[src/rtl/cpu_pkg.sv]
// Shared CPU definitions: default widths, the NOP encoding and the fetch skid-buffer state type.
package cpu_pkg;
  localparam int ADDR_W  = 16;
  localparam int INSTR_W = 32;
  localparam int PC_STEP = 4;

  localparam logic [INSTR_W-1:0] INSTR_NOP = '0;

  typedef enum logic {
    RUN  = 1'b0,
    HOLD = 1'b1
  } fetch_state_t;
endpackage

[src/rtl/fetch_skid_buffer.sv]
// Fetch skid buffer: captures the ROM word when decode stalls and selects what decode sees.
// state | meaning
// RUN   | decode sees imem_rdata directly
// HOLD  | decode sees hold_q, the word captured on the first stalled cycle
module fetch_skid_buffer #(
  parameter int INSTR_W = cpu_pkg::INSTR_W
) (
  input  logic               clk,
  input  logic               reset,
  input  logic               stall,
  input  logic               redirect_valid,
  input  logic               f_valid_q,
  input  logic [INSTR_W-1:0] imem_rdata,
  output logic [INSTR_W-1:0] ifid_instr
);
  import cpu_pkg::*;

  fetch_state_t       state_q, state_d;
  logic [INSTR_W-1:0] hold_q, hold_d;

  always_ff @(posedge clk or posedge reset) begin
    if (reset) begin
      state_q <= RUN;
      hold_q  <= '0;
    end else begin
      state_q <= state_d;
      hold_q  <= hold_d;
    end
  end

  always_comb begin
    state_d = state_q;
    hold_d  = hold_q;
    if (redirect_valid) begin
      state_d = RUN;
    end else if (stall) begin
      state_d = HOLD;
      // Only the first stalled cycle captures; later cycles keep that word.
      if (state_q == RUN) hold_d = imem_rdata;
    end else begin
      state_d = RUN;
    end

    if (!f_valid_q)              ifid_instr = INSTR_W'(INSTR_NOP);
    else if (state_q == HOLD)    ifid_instr = hold_q;
    else                         ifid_instr = imem_rdata;
  end
endmodule

[src/rtl/fetch_stage.sv]
// Instruction fetch stage: next-PC selection and in-flight fetch tracking toward decode.
// Optional FETCH_PERF_CNT_EN adds fetch_count/bubble_count performance counters.
module fetch_stage #(
  parameter int ADDR_W  = cpu_pkg::ADDR_W,
  parameter int INSTR_W = cpu_pkg::INSTR_W,
  parameter int PC_STEP = cpu_pkg::PC_STEP
) (
  input  logic               clk,
  input  logic               reset,
  input  logic [ADDR_W-1:0]  pc_q,
  output logic [ADDR_W-1:0]  pc_next,
  output logic [ADDR_W-1:0]  imem_addr,
  input  logic [INSTR_W-1:0] imem_rdata,
  input  logic               stall,
  input  logic               redirect_valid,
  input  logic [ADDR_W-1:0]  redirect_target,
  output logic               ifid_valid,
  output logic [ADDR_W-1:0]  ifid_pc,
  output logic [INSTR_W-1:0] ifid_instr
`ifdef FETCH_PERF_CNT_EN
  ,
  output logic [31:0]        fetch_count,
  output logic [31:0]        bubble_count
`endif
);
  logic [ADDR_W-1:0] f_pc_q, f_pc_d;
  logic              f_valid_q, f_valid_d;

  assign imem_addr  = pc_q;
  assign ifid_pc    = f_pc_q;
  assign ifid_valid = f_valid_q;

  always_ff @(posedge clk or posedge reset) begin
    if (reset) begin
      f_pc_q    <= '0;
      f_valid_q <= 1'b0;
    end else begin
      f_pc_q    <= f_pc_d;
      f_valid_q <= f_valid_d;
    end
  end

  // Priority: reset > redirect > stall > advance; increment wraps silently.
  always_comb begin
    pc_next   = pc_q + ADDR_W'(PC_STEP);
    f_pc_d    = f_pc_q;
    f_valid_d = f_valid_q;
    if (reset) begin
      pc_next = pc_q + ADDR_W'(PC_STEP);
    end else if (redirect_valid) begin
      pc_next   = redirect_target;
      f_valid_d = 1'b0;
    end else if (stall) begin
      pc_next = pc_q;
    end else begin
      f_pc_d    = pc_q;
      f_valid_d = 1'b1;
    end
  end

  fetch_skid_buffer #(
    .INSTR_W(INSTR_W)
  ) u_skid (
    .clk           (clk),
    .reset         (reset),
    .stall         (stall),
    .redirect_valid(redirect_valid),
    .f_valid_q     (f_valid_q),
    .imem_rdata    (imem_rdata),
    .ifid_instr    (ifid_instr)
  );

`ifdef FETCH_PERF_CNT_EN
  logic [31:0] fetch_count_q, fetch_count_d;
  logic [31:0] bubble_count_q, bubble_count_d;

  always_ff @(posedge clk or posedge reset) begin
    if (reset) begin
      fetch_count_q  <= '0;
      bubble_count_q <= '0;
    end else begin
      fetch_count_q  <= fetch_count_d;
      bubble_count_q <= bubble_count_d;
    end
  end

  always_comb begin
    fetch_count_d  = fetch_count_q;
    bubble_count_d = bubble_count_q;
    if (f_valid_q && !stall) fetch_count_d  = fetch_count_q + 32'd1;
    if (!f_valid_q)          bubble_count_d = bubble_count_q + 32'd1;
  end

  assign fetch_count  = fetch_count_q;
  assign bubble_count = bubble_count_q;
`endif
endmodule

[config.mk]
export PLATFORM = sky130hd
export DESIGN_NAME = fetch_stage
export DESIGN_NICKNAME = d
export VERILOG_FILES = /design/src/rtl/cpu_pkg.sv /design/src/rtl/fetch_skid_buffer.sv /design/src/rtl/fetch_stage.sv
export SDC_FILE = /design/constraint.sdc
export NUM_CORES = 1
export LEC_CHECK = 0
export BUFFER_PORTS_ARGS = -buffer_cell sky130_fd_sc_hd__buf_2
export CAP_MARGIN = 20
export CORE_MARGIN = 3
export CORE_UTILIZATION = 50
export CTS_BUF_LIST = sky130_fd_sc_hd__clkbuf_4 sky130_fd_sc_hd__clkbuf_8
export CTS_CLUSTER_DIAMETER = 100
export DETAILED_ROUTE_END_ITERATION = 8
export PLACE_DENSITY_LB_ADDON = 0.05
export SLEW_MARGIN = 10
export SYNTH_ARGS = -nofsm -noshare
export SYNTH_HDL_FRONTEND = slang
export SYNTH_SLANG_ARGS = --single-unit
[constraint.sdc]
create_clock -name clk -period 7.9 [get_ports clk]
set_input_delay 1.58 -clock clk [delete_from_list [all_inputs] [get_ports clk]]
set_output_delay 1.58 -clock clk [all_outputs]
set_load 0.1 [all_outputs]
# Yosys cells after proc, flatten, opt, wreduce, memory -nomap -nowiden
# Cells that the tools add are included.
# totals
ff_bits	50
latchBits	0
ram_bits	0
romBits	0
inputBits	68
output_inout_bits	81
elab_cells	21
mem_count	0
# op_classes
n_addsub	1
multipliers	0
div_mod_pow	0
n_lt_le_gt_ge	0
eq_ne	1
shift	0
n_mux	9
bitwise_logic	3
n_reduce_logical	3
# op_table
operator	count
32-bit 2-to-1 mux	2
16-bit 2-to-1 mux	3
16-bit by 3-bit adder with 16-bit output, second input constant	1
1-bit 2-to-1 mux	4
2-bit AND reduction	2
1-bit inverter	3
3-bit AND reduction	1
2-bit by 1-bit != test with 1-bit output, second input constant	1

# Depth between registers and ports, before layout
# logic_depth
depth_word	4
mapped_depth	5
depth_no_buf	5

# By module
# Synthesis repeated with hierarchy kept, for this count alone.
# hier_totals
cells_unflattened	305
area_unflattened_um2	3266.9
# modules_own_cells
module	n_inst	cells_per_inst	area_each_um2
fetch_skid_buffer	1	142	1806.7
fetch_stage	1	163	1460.2

# Worst setup path after synthesis
# No wires, ideal clock.
# synth_timing
path_kind	input port to output port
start	in pc_q[2]
end	out pc_next[12]
arrival_time_ns	4.374
t_required_ns	6.320
slack_ns	1.946
cell_stages	5
n_path_buf	0
path_cell_list	ha_1 > nand3_1 > nor3_1 > a311oi_1 > nor3_1
# synth_between
elab_chain_cells	4
# synth_rtl
item	line	text
start: declaration	fetch_stage.sv:10	input logic [ADDR_W-1:0] pc_q,
16-bit by 3-bit adder with 16-bit output *	fetch_stage.sv:45, fetch_stage.sv:49	
16-bit 2-to-1 mux	fetch_stage.sv:53	end else if (stall) begin
16-bit 2-to-1 mux	fetch_stage.sv:50	end else if (redirect_valid) begin
16-bit 2-to-1 mux *	fetch_stage.sv:48	if (reset) begin
end: declaration	fetch_stage.sv:11	output logic [ADDR_W-1:0] pc_next,
# Mark *: on every way between the ends. The rest lies on a longest branch, timed or not.

# Final worst setup path
# layout_timing
start	in reset
end	out pc_next[5]
# layout_between
elab_chain_cells	1
# layout_rtl
item	line	text
start: declaration	fetch_stage.sv:9	input logic reset,
16-bit 2-to-1 mux	fetch_stage.sv:48	
# No other way between the ends.

==> flow_metrics.tcl <==
set metrics [dict create \
    die_h_um 87.14 \
    netlist_area_mm2 0.003292 \
    ys_ff_latch 50 \
    status "completed" \
    post_synth.cell_area_avg_um2 11.31 \
    yosys.area.top_type_share_pct 38.01 \
    fin_tns_setup_ns 0 \
    gp_congestion 0.8920 \
    ctsResizeCount 0 \
    synth_area_leaders "dfrtp_1, mux2_4, mux2i_1" \
    path_cells "buf_2 > inv_2 > buf_4 > nor2_1 > nor2_1 > o221a_2 > buf_2" \
    wl_um 7829 \
    grt.met3_usage_pct 3.974 \
    clockBufferDepth 2 \
    ant_nets 0 \
    nets 484 \
    area_delta_synth_final_pct 21.13 \
    r2r_slack_ns 5.56 \
    crit_arrival_ns 3.27 \
    synth_edf_count 0 \
    drv_slew 0 \
    async_reset_ff_share_pct 100.0 \
    dpl.cell_count 483 \
    maxCapViolCount 0 \
    firstDrtPassIters 4 \
    ys.flop_type "dfrtp_1" \
    fin_crit_sh_pct 61.45 \
    drc 0 \
    grt_pass1_wl_um 12070 \
    diodes 0 \
    holdBufCountCts 0 \
    syn-instance-count 291 \
    cpPeakStageDelay_ns 0.50 \
    path_clk_slew_ns 0.09 \
    yosysMostFrequentCell "dfrtp_1" \
    grt-busiest-layer "met2" \
    cts_buffers 5 \
    min-delay-path-class "flop to flop" \
    ys_warn_count 0 \
    yosysUniqueCellTypes 46 \
    fin_cells 491 \
    routedWlPerCell_um 15.95 \
    overflow 0 \
    io_buffers 148 \
    max_freq_mhz 206.0 \
    dieArea_mm2 0.007593 \
    critPathSlowestCell "buf_4" \
    antenna_found_initial 1 \
    grtUsageMet1_pct 27.60 \
    grtUsageTotal_pct 20.03 \
    grt_pass1_vias 2438 \
    core_mm2 0.006131 \
    initial_core_util_pct 53.69 \
    via_count 2607 \
    leakage_uw 0.001953 \
    ios 149 \
    crit_path_start_kind "primary input" \
    hpwlAfterDp_um 5777 \
    grt_use_met2_pct 32.57 \
    synthTopCellsByCount "dfrtp_1, mux2i_1, nor2b_1" \
    cts.sinks 50 \
    avgViaCountPerCell 5.310 \
    die_w_um 87.14 \
    tritoncts "yes" \
    hold_violations 0 \
    finalCriticalPeriod_ns 4.855 \
    seq_area_frac_synth_pct 38.01 \
    synth_top_area_cell "dfrtp_1" \
    path_max_fanout 46 \
    grt_max_degree 47 \
    cts_root_buffer "clkbuf_8" \
    clock_latency_ns 0.30 \
    row_count 28 \
    rsz0062_at_grt "false" \
    relSlewSlack_pct 30.84 \
    setup-violations-final 0 \
    syn_nets 360 \
    worstSetupEndpointType "primary output" \
    postCtsSetupRepairBufs 0 \
    drtIter0Drc 158 \
    tightestPinTransition_ns 1.037 \
    crit_type "primary input to primary output" \
    skew_ns 0.005038 \
    max-vdd-ir-drop_mv 0.1739 \
    power_density_mw_per_mm2 257.6 \
    drive_gt1_share_pct 53.13 \
    ctsHtreeMaxLevel 2 \
    crit_required_ns 6.32 \
]
==> sequential cells by signal, indices dropped and copies added (netlist names) <==
name            count
u_skid.hold_q      32
ifid_pc            16
ifid_valid          1
u_skid.state_q      1
==> path summary, 6_finish.rpt <==
| kind | endpoint | from | depth (start not counted) |
|---|---|---|---|
| worst min register to register | ifid_pc[10] | ifid_pc[10] | 1 |
| min in group asynchronous | ifid_pc[0] | reset | 2 |
| worst max-delay path | pc_next[5] | reset | 7 |
| worst min-delay path | ifid_pc[10] | ifid_pc[10] | 1 |
| worst max register to register | u_skid.hold_q[31] | u_skid.state_q | 2 |
| max in group asynchronous | u_skid.state_q | reset | 3 |
==> worst max-delay path: cells and delay by family <==
family | cells | cell delay [ns]
AO/OA/AOI/OAI | 1 | 0.19
AND/OR/NAND/NOR | 2 | 0.20
buffers and inverters | 4 | 1.27
==> power breakdown <==
group          internal, uW  total [uW]  switching, uW
logic                   123         529            406
clock network          80.4         165           84.9
registers               301         333           32.0
total                   504        1030            523
==> final cells by class <==
| class | instances | area [um^2] |
|---|---|---|
| clock buffers | 7 | 96.34 |
| clock inverters | 1 | 8.758 |
| fillers | 538 | 2143 |
| inverters | 3 | 11.26 |
| multi-input cells | 206 | 1777 |
| flip-flops and latches | 50 | 1252 |
| well taps | 75 | 93.84 |
| repair buffers | 149 | 748.2 |
==> kinds of logic (layout without fill, tap and decap cells) <==
| group | count (synthesis) | count (layout) | share of synthesized area [%] |
|---|---|---|---|
| compound gates | 32 | 32 | 6.956 |
| fa+ha+maj | 1 | 1 | 0.3800 |
| buf+inv | 35 | 160 | 8.058 |
| flops | 50 | 50 | 38.01 |
| mux | 81 | 81 | 29.91 |
| simple gates | 92 | 92 | 16.69 |
==> per-stage QoR <==
step	instance area [um^2]	hold WS [ns]	util [%]	total power [uW]	setup slack, ns
CTS	3988	0.5118	65.04	1035	3.016
floorplan	3292	0.4803	-	788.6	1.946
finish	3988	0.5085	65.04	1027	3.045
global route	3988	0.5231	65.04	1066	2.862
detailed placement	3882	0.4905	63.33	869.2	3.009
global placement	3882	0.4855	63.33	865.2	3.025
==> cells in the final DEF, fill, tap and decap left out, types with 2 or more instances in the layout <==
cell      Yosys  layout
o221a_2       4       4
nand4_1       2       2
nand2_1      12      12
a31oi_1       2       2
and3_1        3       3
nand3_1       7       7
buf_2         5     148
dfrtp_1      50      49
and4_1        3       3
mux2_4       30      30
a21oi_1       8       8
a311oi_1      2       2
nor2_1       13      13
nor3_1        6       6
clkbuf_8      0       7
o22ai_1       3       3
and2b_1       3       2
o21ai_0       4       4
mux2i_1      32      32
nor2b_1      32      32
mux2_2       19      19
inv_1         3       2
==> routing by layer <==
metal / part of all wire, % / vias up
met4: 0.97 / 2
met2: 47 / 115
met3: 8.3 / 10
met5: 0.17 / -
li1: - / 1276
met1: 43 / 1204
(Power assumes the default switching activity.)
